--- config.mk ---
export PLATFORM = sky130hd
export DESIGN_NAME = uart_rx_core
export DESIGN_NICKNAME = d
export VERILOG_FILES = /design/src/rtl/uart_rx_core.sv
export SDC_FILE = /design/constraint.sdc
export NUM_CORES = 1
export LEC_CHECK = 0
export ABC_CLOCK_PERIOD_IN_PS = 3800
export CAP_MARGIN = 20
export CELL_PAD_IN_SITES_DETAIL_PLACEMENT = 1
export CELL_PAD_IN_SITES_GLOBAL_PLACEMENT = 1
export CORE_UTILIZATION = 49
export CTS_BUF_LIST = sky130_fd_sc_hd__clkbuf_4 sky130_fd_sc_hd__clkbuf_8
export CTS_CLUSTER_SIZE = 25
export DETAILED_ROUTE_END_ITERATION = 10
export GPL_ROUTABILITY_DRIVEN = 1
export PLACE_DENSITY_LB_ADDON = 0.1
export SETUP_SLACK_MARGIN = 0.5
export SYNTH_ARGS = -nofsm -noshare
export SYNTH_HDL_FRONTEND = slang
export SYNTH_SLANG_ARGS = --single-unit
export TNS_END_PERCENT = 1
--- constraint.sdc ---
create_clock -name i_Clock -period 3.8 [get_ports i_Clock]
set_input_delay 0.38 -clock i_Clock [delete_from_list [all_inputs] [get_ports i_Clock]]
set_output_delay 0.38 -clock i_Clock [all_outputs]
set_load 0.005 [all_outputs]
--- src/rtl/uart_rx_core.sv ---
// rtl/uart_rx_core.sv - 8N1 UART receiver sampling each bit at its centre.
// Optional even-parity bit (8E1) when UART_RX_PARITY_EN is defined.
module uart_rx_core #(
  parameter int CLKS_PER_BIT = 437
) (
  input  logic       i_Clock,
  input  logic       i_Rst_n,
  input  logic       i_Rx_Serial,
  output logic       o_Rx_DV,
  output logic [7:0] o_Rx_Byte,
  output logic       o_Rx_Active,
`ifdef UART_RX_PARITY_EN
  output logic       o_Parity_Err,
`endif
  output logic       o_Frame_Err
);

  localparam logic [10:0] LAST_CNT = 11'(CLKS_PER_BIT - 1);
  localparam logic [10:0] HALF_CNT = 11'((CLKS_PER_BIT - 1) / 2);

  typedef enum logic [2:0] {
    S_IDLE      = 3'd0,
    S_START     = 3'd1,
    S_DATA      = 3'd2,
    S_STOP      = 3'd3,
    S_CLEANUP   = 3'd4,
`ifdef UART_RX_PARITY_EN
    S_PARITY    = 3'd6,
`endif
    S_WAIT_HIGH = 3'd5
  } state_t;

  state_t      state_q, state_d;
  logic        rx_meta_q, rx_s_q;
  logic [10:0] cnt_q, cnt_d;
  logic [2:0]  idx_q, idx_d;
  logic [7:0]  data_q, data_d;
  logic [7:0]  byte_q, byte_d;
  logic        dv_q, dv_d;
  logic        fe_q, fe_d;
`ifdef UART_RX_PARITY_EN
  logic        par_bad_q, par_bad_d;
  logic        perr_q, perr_d;
`endif

  always_comb begin
    state_d = state_q;
    cnt_d   = cnt_q;
    idx_d   = idx_q;
    data_d  = data_q;
    byte_d  = byte_q;
    dv_d    = 1'b0;
    fe_d    = 1'b0;
`ifdef UART_RX_PARITY_EN
    par_bad_d = par_bad_q;
    perr_d    = 1'b0;
`endif
    case (state_q)
      S_IDLE: begin
        cnt_d = '0;
        idx_d = '0;
        if (!rx_s_q) state_d = S_START;
      end
      S_START: begin
        // A line that is high again at mid start bit was only a glitch.
        if (cnt_q == HALF_CNT) begin
          cnt_d   = '0;
          state_d = rx_s_q ? S_IDLE : S_DATA;
        end else begin
          cnt_d = cnt_q + 11'd1;
        end
      end
      S_DATA: begin
        if (cnt_q == LAST_CNT) begin
          cnt_d          = '0;
          data_d[idx_q]  = rx_s_q;
          if (idx_q == 3'd7) begin
            idx_d = '0;
`ifdef UART_RX_PARITY_EN
            state_d = S_PARITY;
`else
            state_d = S_STOP;
`endif
          end else begin
            idx_d = idx_q + 3'd1;
          end
        end else begin
          cnt_d = cnt_q + 11'd1;
        end
      end
`ifdef UART_RX_PARITY_EN
      S_PARITY: begin
        if (cnt_q == LAST_CNT) begin
          cnt_d     = '0;
          par_bad_d = (^data_q) ^ rx_s_q;
          state_d   = S_STOP;
        end else begin
          cnt_d = cnt_q + 11'd1;
        end
      end
`endif
      S_STOP: begin
        if (cnt_q == LAST_CNT) begin
          cnt_d = '0;
          if (rx_s_q) begin
            byte_d  = data_q;
            dv_d    = 1'b1;
`ifdef UART_RX_PARITY_EN
            perr_d  = par_bad_q;
`endif
            state_d = S_CLEANUP;
          end else begin
            fe_d    = 1'b1;
            state_d = S_WAIT_HIGH;
          end
        end else begin
          cnt_d = cnt_q + 11'd1;
        end
      end
      S_CLEANUP: state_d = S_IDLE;
      // A break must end before the next falling edge can start a frame.
      S_WAIT_HIGH: if (rx_s_q) state_d = S_IDLE;
      default: begin
        state_d = S_IDLE;
        cnt_d   = '0;
        idx_d   = '0;
      end
    endcase
  end

  always_ff @(posedge i_Clock) begin
    if (!i_Rst_n) begin
      state_q   <= S_IDLE;
      rx_meta_q <= 1'b1;
      rx_s_q    <= 1'b1;
      cnt_q     <= '0;
      idx_q     <= '0;
      data_q    <= '0;
      byte_q    <= '0;
      dv_q      <= 1'b0;
      fe_q      <= 1'b0;
`ifdef UART_RX_PARITY_EN
      par_bad_q <= 1'b0;
      perr_q    <= 1'b0;
`endif
    end else begin
      state_q   <= state_d;
      rx_meta_q <= i_Rx_Serial;
      rx_s_q    <= rx_meta_q;
      cnt_q     <= cnt_d;
      idx_q     <= idx_d;
      data_q    <= data_d;
      byte_q    <= byte_d;
      dv_q      <= dv_d;
      fe_q      <= fe_d;
`ifdef UART_RX_PARITY_EN
      par_bad_q <= par_bad_d;
      perr_q    <= perr_d;
`endif
    end
  end

  assign o_Rx_DV     = dv_q;
  assign o_Rx_Byte   = byte_q;
  assign o_Frame_Err = fe_q;
`ifdef UART_RX_PARITY_EN
  assign o_Parity_Err = perr_q;
  assign o_Rx_Active  = (state_q == S_START) || (state_q == S_DATA) ||
                        (state_q == S_PARITY) || (state_q == S_STOP);
`else
  assign o_Rx_Active  = (state_q == S_START) || (state_q == S_DATA) ||
                        (state_q == S_STOP);
`endif

endmodule

### Yosys cells after proc, flatten, opt, wreduce, memory -nomap -nowiden

Cells that the tools add are included.
W data, S select, Z words.

| storage, ports and cells | value |
|---|---|
| logic and storage cells | 60 |
| flip-flop bits (word level) | 37 |
| output and inout port bits | 11 |
| bits of input ports | 3 |

| operators by class | value |
|---|---|
| eq/ne operators | 14 |
| add/sub/neg operators | 2 |
| bitwise logic cells | 1 |
| magnitude comparators | 2 |
| muxes and demuxes | 20 |
| reduce and logical (&&, ||, !) cells | 12 |

Operators with widths:

| cell | count |
|---|---|
| $pmux W11 S3 | 1 |
| $mux W3 | 8 |
| $mux W11 | 2 |
| $pmux W3 S5 | 1 |
| $ne A2 B2 Y1 const B | 6 |
| $add A11 B1 Y11 const B | 1 |
| $eq A11 B8 Y1 const B | 1 |
| $eq A11 B9 Y1 const B | 1 |
| $eq A3 B3 Y1 const B | 3 |
| $bwmux W8 | 1 |
| $eq A3 B2 Y1 const B | 2 |
| $pmux W3 S2 | 1 |
| $reduce_and A3 Y1 | 2 |
| $reduce_and A6 Y1 | 1 |
| $lt A3 B4 Y1 const B | 1 |
| $mux W1 | 4 |
| $reduce_and A2 Y1 | 2 |
| $reduce_or A2 Y1 | 2 |
| $reduce_or A4 Y1 | 1 |
| $add A3 B1 Y3 const B | 1 |
| $demux W1 S3 | 1 |
| $eq A3 B1 Y1 const B | 1 |
| $ge A3 B1 Y1 const B | 1 |
| $logic_not A3 Y1 | 1 |
| other kinds (4) | 5 |

### Logic depth before layout (Yosys ltp)

Gate-level depths: netlist of the first run.

| logic depth | value |
|---|---|
| word-level depth | 5 |
| gate-level depth with buffers | 9 |

### Worst setup path before layout of the first run

No wires, ideal clock.

| timing path | value |
|---|---|
| path kind | register to register |
| from | register cnt_q[7] |
| to | register data_q[3] |
| data arrival time | 2,116 ps |
| required time | 3,674 ps |
| setup slack | 1,558 ps |
| cell stages (with the launch flop) | 6 |
| period minus slack after synthesis | 2,242 ps |
| path buffers | 0 |
| cells stage by stage | dfxtp_1 -> or3b_1 -> or4_4 -> or3_4 -> or4_1 -> mux2i_1 |

| on the way | value |
|---|---|
| cells in the longest elaborated chain, start to end | 2 |

RTL lines:

| item | RTL line | source |
|---|---|---|
| start, declared | 35 | `logic [10:0] cnt_q, cnt_d;` |
| start signal, assigned | 150 | `cnt_q <= cnt_d;` |
| $eq A11 B9 Y1 | 74 | `if (cnt_q == LAST_CNT) begin` |
| $reduce_and A2 Y1 (no line) | -- |  |
| end signal, assigned | 152 | `data_q <= data_d;` |
| end, declared | 37 | `logic [7:0] data_q, data_d;` |

Every way passes these cells.
A chain may end at the register's enable or synchronous reset.

### Worst setup path in the final report of the first run

Ends and elaborated chain as after synthesis.

==> results of run 1 <==
==> through the flow <==
step | worst slack [ps] | hold slack, ps | util [%] | cell area (µm²) | cells
2_1_floorplan | 1560 | 386 | - | 1770 | 209
3_3_place_gp | 1400 | 390 | 56.4 | 1910 | 255
3_5_place_dp | 1280 | 394 | 56.4 | 1910 | 255
4_1_cts | 1250 | 422 | 58.1 | 1970 | 263
5_1_grt | 1200 | 446 | 58.1 | 1970 | 263
6_report | 1240 | 418 | 58.1 | 1970 | 263
==> power by group through the flow <==
| stage | Clock [mW] | Sequential [mW] | Combinational, mW |
|---|---|---|---|
| after global placement | 0 | 0.402 | 0.0232 |
| after detailed placement | 0 | 0.403 | 0.0240 |
| final | 0.206 | 0.394 | 0.0242 |
| after floorplan | 0 | 0.400 | 0.0179 |
| after CTS | 0.209 | 0.394 | 0.0242 |
| after global routing | 0.229 | 0.395 | 0.0270 |
==> final timing paths <==
kind         slack, ps   endpoint      start
max reg2reg       1240  data_q[3]   cnt_q[7]
min                420     rx_s_q  rx_meta_q
max               1240  data_q[3]   cnt_q[7]
min reg2reg        420     rx_s_q  rx_meta_q
==> worst max-delay path: cells and delay by family (launching register included) <==
kind / cells / cell delay, ps
DFF: 1 / 440
and+or+nand+nor: 4 / 1840
muxes: 1 / 150
==> cells by family (layout without fill, tap and decap cells) <==
logic type / count (synthesis) / in the layout / share of synthesized area [%]
simple gates: 87 / 87 / 25.0
buf+inv: 23 / 31 / 4.94
fa+ha+maj: 5 / 5 / 3.53
flops: 37 / 37 / 41.8
mux: 16 / 16 / 9.04
compound gates: 37 / 37 / 13.7
xor+xnor: 4 / 4 / 1.98
==> flip-flops by register name (all words and copies together) (netlist names) <==
signal / flops
rx_meta_q: 1
o_Rx_DV: 1
o_Rx_Byte: 8
data_q: 8
cnt_q: 11
o_Frame_Err: 1
rx_s_q: 1
idx_q: 3
state_q: 3
==> cell usage after synthesis (3+ instances only) <==
cell type / number / area, µm²
a21oi_1: 10 / 50.1
a31oi_1: 6 / 37.5
a32o_1: 3 / 30.0
clkbuf_1: 13 / 48.8
dfxtp_1: 37 / 741
ha_1: 5 / 62.6
inv_1: 9 / 33.8
mux2i_1: 16 / 160
nand2_1: 26 / 97.6
nand2b_1: 3 / 18.8
nand3_1: 8 / 40.0
nand4_1: 5 / 31.3
nor2_1: 20 / 75.1
nor2b_1: 3 / 18.8
nor3_1: 5 / 25.0
nor4_1: 5 / 31.3
o21ai_0: 7 / 35.0
o31ai_1: 3 / 22.5
or3_1: 3 / 18.8
xnor2_1: 3 / 26.3
==> cell usage in the layout (no fill, tap or decap), drive strengths merged, types with 2 or more instances in the layout <==
cell / instances
a31oi: 6
nor4: 5
clkinv: 2
o31ai: 3
nand4: 5
nor2: 20
or4: 2
nand3: 8
mux2i: 16
a32o: 3
clkbuf: 5
nand2b: 3
xnor2: 3
ha: 5
nor3: 6
nand2: 26
o21ai: 7
nor2b: 3
dfxtp: 37
or3: 4
inv: 9
a21oi: 10
clkdlybuf4s50: 13
==> metal layers <==
metal,global-route usage [%],up-vias,share of wire [%]
met5,0,-,0
met4,8.14,0,1.6
met3,5.88,9,4.6
met2,41.5,38,47
met1,34.1,751,47
li1,-,755,-
==> layout make-up <==
| type | count | area (µm²) |
|---|---|---|
| multi-input combinational | 149 | 943 |
| timing repair buffer | 14 | 138 |
| clock buffer | 5 | 37.5 |
| clock inverter | 3 | 17.5 |
| inverter | 9 | 33.8 |
| tap | 46 | 57.6 |
| fill | 415 | 1420 |
| sequential | 37 | 741 |
==> flow_summary.toml, run 1 <==
[clock_network]
ctsLongestPathBuffers = 2
cts_tree = "yes"
root_buffer = "clkbuf_4"
clk_pin_slew_worst_paths_ps = 120
cts_made_buffers = 5
holdBufCountCts = 0
post_cts_resized = 0
insertion_delay_ps = 340
cts_setup_buffers = 0
cts.sinks = 37
htreeDepth = 2

[power]
comb_power_share_pct = 3.9
irDropWorstVdd_v = 0.000205
p_per_area_nw_per_um2 = 317
seqPwrFrac_pct = 63.1
total_power_mw = 0.624
p_leak_nw = 0.706
swShare_pct = 24.9
p_sw_mw = 0.156
cellInternalPower_mw = 0.469
clockPowerShare_pct = 33.0

[timing]
final-max-slew-violation-count = 0
hold_viol_final = 0
post-route-min-period_ps = 2560
final.period_utilization_pct = 67.5
rsz0062_at_grt = "false"
setup_viol = 0
slew_headroom_pct = 52.6
worstMarginPinSlew_ps = 709
clock_skew_ps = 5.44
fmax_ghz = 0.390
fin_setup_tns_ps = 0

[placed_design]
port_buffers = 13
gp_congestion = 0.880
post-dp-hpwl_um = 3210

[synth]
ys_warn_count = 0
synth_cell_type_count = 39
syn_avg_cell_area_um2 = 8.48
ys_seq_area_share_pct = 41.8
synth_seq_cells = 37
syn_area_um2 = 1770
synth-edff-count = 0
netlist_instances = 209
async_flop_share_pct = 0
syn_nets = 217
synth_flop_cell = "dfxtp_1"

[worst_setup_path]
worstPathArrival_ps = 2790
worstSetupPathType = "flop to flop"
rr_worst_depth = 5
cp.required_ps = 4020
max_stage_delay_ps = 600
critPathSlowestCell = "or4_4"
timing.critical_path.fanout_max = 12
cp-end-kind = "flop"
cp_cell_sequence = "or3b_1, or4_4, or3_4, or4_1, mux2i_1"
start_kind = "flop"

[global_routing]
grt_pass1_wl_um = 7820
track_usage_pct = 25.7
grt_overflow = 0
grt_pass1_vias = 1582
antenna_found_initial = 0
grt_max_degree = 19

[detailed_routing]
vias = 1553
dr.first_iter.drc_count = 119
ant_nets = 0
wl_per_cell_um = 17.0
drc = 0
via_per_inst = 5.90
drtPass1Iterations = 4
wl_um = 4460

[floorplanning]
io_pins = 14
die_height_um = 62.1
core_area_um2 = 3390
start_util_pct = 52.3
die_w_um = 62.1
rows = 21
die_area_um2 = 3860

[flow_run]
maxCapViolations = 0

[finish]
syn2layout_area_growth_pct = 11.1
n_antenna_cell = 0
fin_nets = 224
drive_gt1_share_pct = 5.53

[worst_hold_path]
hold_depth = 1
min_path_type = "flop to flop"

[status]
status = "finished, final reports clean"
Note: power is estimated with default switching activity, not from simulation.
==> run 2: changes to the inputs <==
- ABC_CLOCK_PERIOD_IN_PS: 3800 -> 2600
- CORE_UTILIZATION: 49 -> 45
- clock period: 3.8 -> 2.6 ns (I/O delays scaled with it)
==> run 2 against run 1 <==
Final area grew 5.6%. Maximum frequency up 14%. Worst setup slack lost 890 ps. Clock-buffer cell count grew 1. First-iteration DRC count is 50% lower. Critical endpoint unchanged. Combinational power rose by 53%. Register-to-register slack lost 890 ps. Clock power grew 97%. Non-clock buffer count is 6 higher. Sequential share of layout area decreased by 1.9 points. Largest cell class unchanged.
==> flow_summary.toml, run 2 (synthesis results as in run 1) <==
[status]
status = "finished, final reports clean"

[clock_network]
cts_tree = "yes"
cts_made_buffers = 5
root_buffer = "clkbuf_8"
holdBufCountCts = 0
cts.sinks = 37
htreeDepth = 2
insertion_delay_ps = 300
ctsLongestPathBuffers = 2
clk_pin_slew_worst_paths_ps = 80

[detailed_routing]
drtPass1Iterations = 4
vias = 1569
dr.first_iter.drc_count = 60
wl_um = 4690
wl_per_cell_um = 17.3
drc = 0
ant_nets = 0
via_per_inst = 5.79

[power]
cellInternalPower_mw = 0.779
p_sw_mw = 0.239
irDropWorstVdd_v = 0.000342
swShare_pct = 23.5
total_power_mw = 1.02
p_leak_nw = 0.767
clockPowerShare_pct = 39.8
p_per_area_nw_per_um2 = 490
comb_power_share_pct = 3.6
seqPwrFrac_pct = 56.5

[flow_run]
maxCapViolations = 0

[worst_setup_path]
start_kind = "flop"
cp-end-kind = "flop"
regToRegSetupSlack_ps = 350
cp.required_ps = 2780
worstSetupPathType = "flop to flop"
timing.critical_path.fanout_max = 4
worstPathArrival_ps = 2430

[finish]
final_common_cell = "dfxtp_1"
fin_nets = 230
final-instance-count-excl-fill = 271
finalInstanceArea_um2 = 2080
syn2layout_area_growth_pct = 17.3
drive_gt1_share_pct = 11.2
n_antenna_cell = 0
final_cell_mix = "35 x dfxtp_1, 26 x nand2_1, 20 x nor2_1"
largest_reg_flops = 11
postLayoutCoreUtil_pct = 55.9
largest_register = "cnt_q"

[placed_design]
gp_congestion = 0.806
port_buffers = 13
placed_area_um2 = 1950
dp_cells = 261
pre_cts_slack_ps = 282
post-dp-hpwl_um = 3110

[global_routing]
gr-usage-met1_pct = 32.4
grt_pass1_vias = 1616
grt.busiest_layer = "met2"
grt_util_met3_pct = 6.16
grt_overflow = 0
antenna_found_initial = 0
met2_usage_pct = 39.2
grt_max_degree = 23
track_usage_pct = 25.0
grt_pass1_wl_um = 7930

[floorplanning]
rows = 22
die_w_um = 64.7
die_area_um2 = 4190
start_util_pct = 47.7
die_height_um = 64.7
io_pins = 14
core_area_um2 = 3720

[timing]
post-route-min-period_ps = 2250
setup_viol = 0
hold_viol_final = 0
setup_ws_ps = 350
final-max-slew-violation-count = 0
clock_skew_ps = 10.0
rsz0062_at_grt = "true"
fin_setup_tns_ps = 0
fmax_ghz = 0.444
slew_headroom_pct = 62.6
worstMarginPinSlew_ps = 560
hold_slack_ps = 420
final.period_utilization_pct = 86.5

[worst_hold_path]
min_path_type = "flop to flop"
-- run 2: cell types whose count changed in the layout (fill, tap and decap cells not counted), sizes merged --
cell,change
buf,+6
clkbuf,+1
clkinvlp,-1
-- run 2: area by class of cell --
cell class | instances | area [µm²]
fillers | 449 | 1640
multi-input cells | 149 | 965
flip-flops and latches | 37 | 743
repair buffers | 20 | 190
clock buffers | 6 | 76.3
well taps | 48 | 60.1
inverters | 9 | 33.8
clock inverters | 2 | 10.0
-- run 2: worst max-delay path: stages (launching register included) --
cell and delay [ps]:
dfxtp_2 320, or3b_1 400, or4_4 500, or3_4 370
or4_4 420, mux2i_1 130
-- run 2: path summary, 6_finish.rpt --
kind,to,cells after the start,from
worst max-delay path,data_q[3],5,cnt_q[9]
worst max register to register,data_q[3],5,cnt_q[9]
worst min register to register,rx_s_q,1,rx_meta_q
worst min-delay path,rx_s_q,1,rx_meta_q
-- run 2: power groups by stage --
stage | clock network [mW] | logic, mW | registers (mW)
2_1_floorplan | 0 | 0.0261 | 0.584
5_1_grt | 0.438 | 0.0408 | 0.576
6_report | 0.405 | 0.0370 | 0.576
3_3_place_gp | 0 | 0.0339 | 0.588
3_5_place_dp | 0 | 0.0354 | 0.589
4_1_cts | 0.414 | 0.0363 | 0.575
-- run 2: timing repair --
| action | CTS | global route |
|---|---|---|
| pin swaps | 2 | 0 |
| buffers inserted | 2 | 0 |
| setup endpoints to repair | 29 | 30 |
| gates resized for setup | 6 | 1 |
-- run 2: layer usage --
layer,up-vias,share of wire (%)
met3,12,3.3
met1,766,49
met5,-,0
li1,764,-
met2,27,45
met4,0,2.5
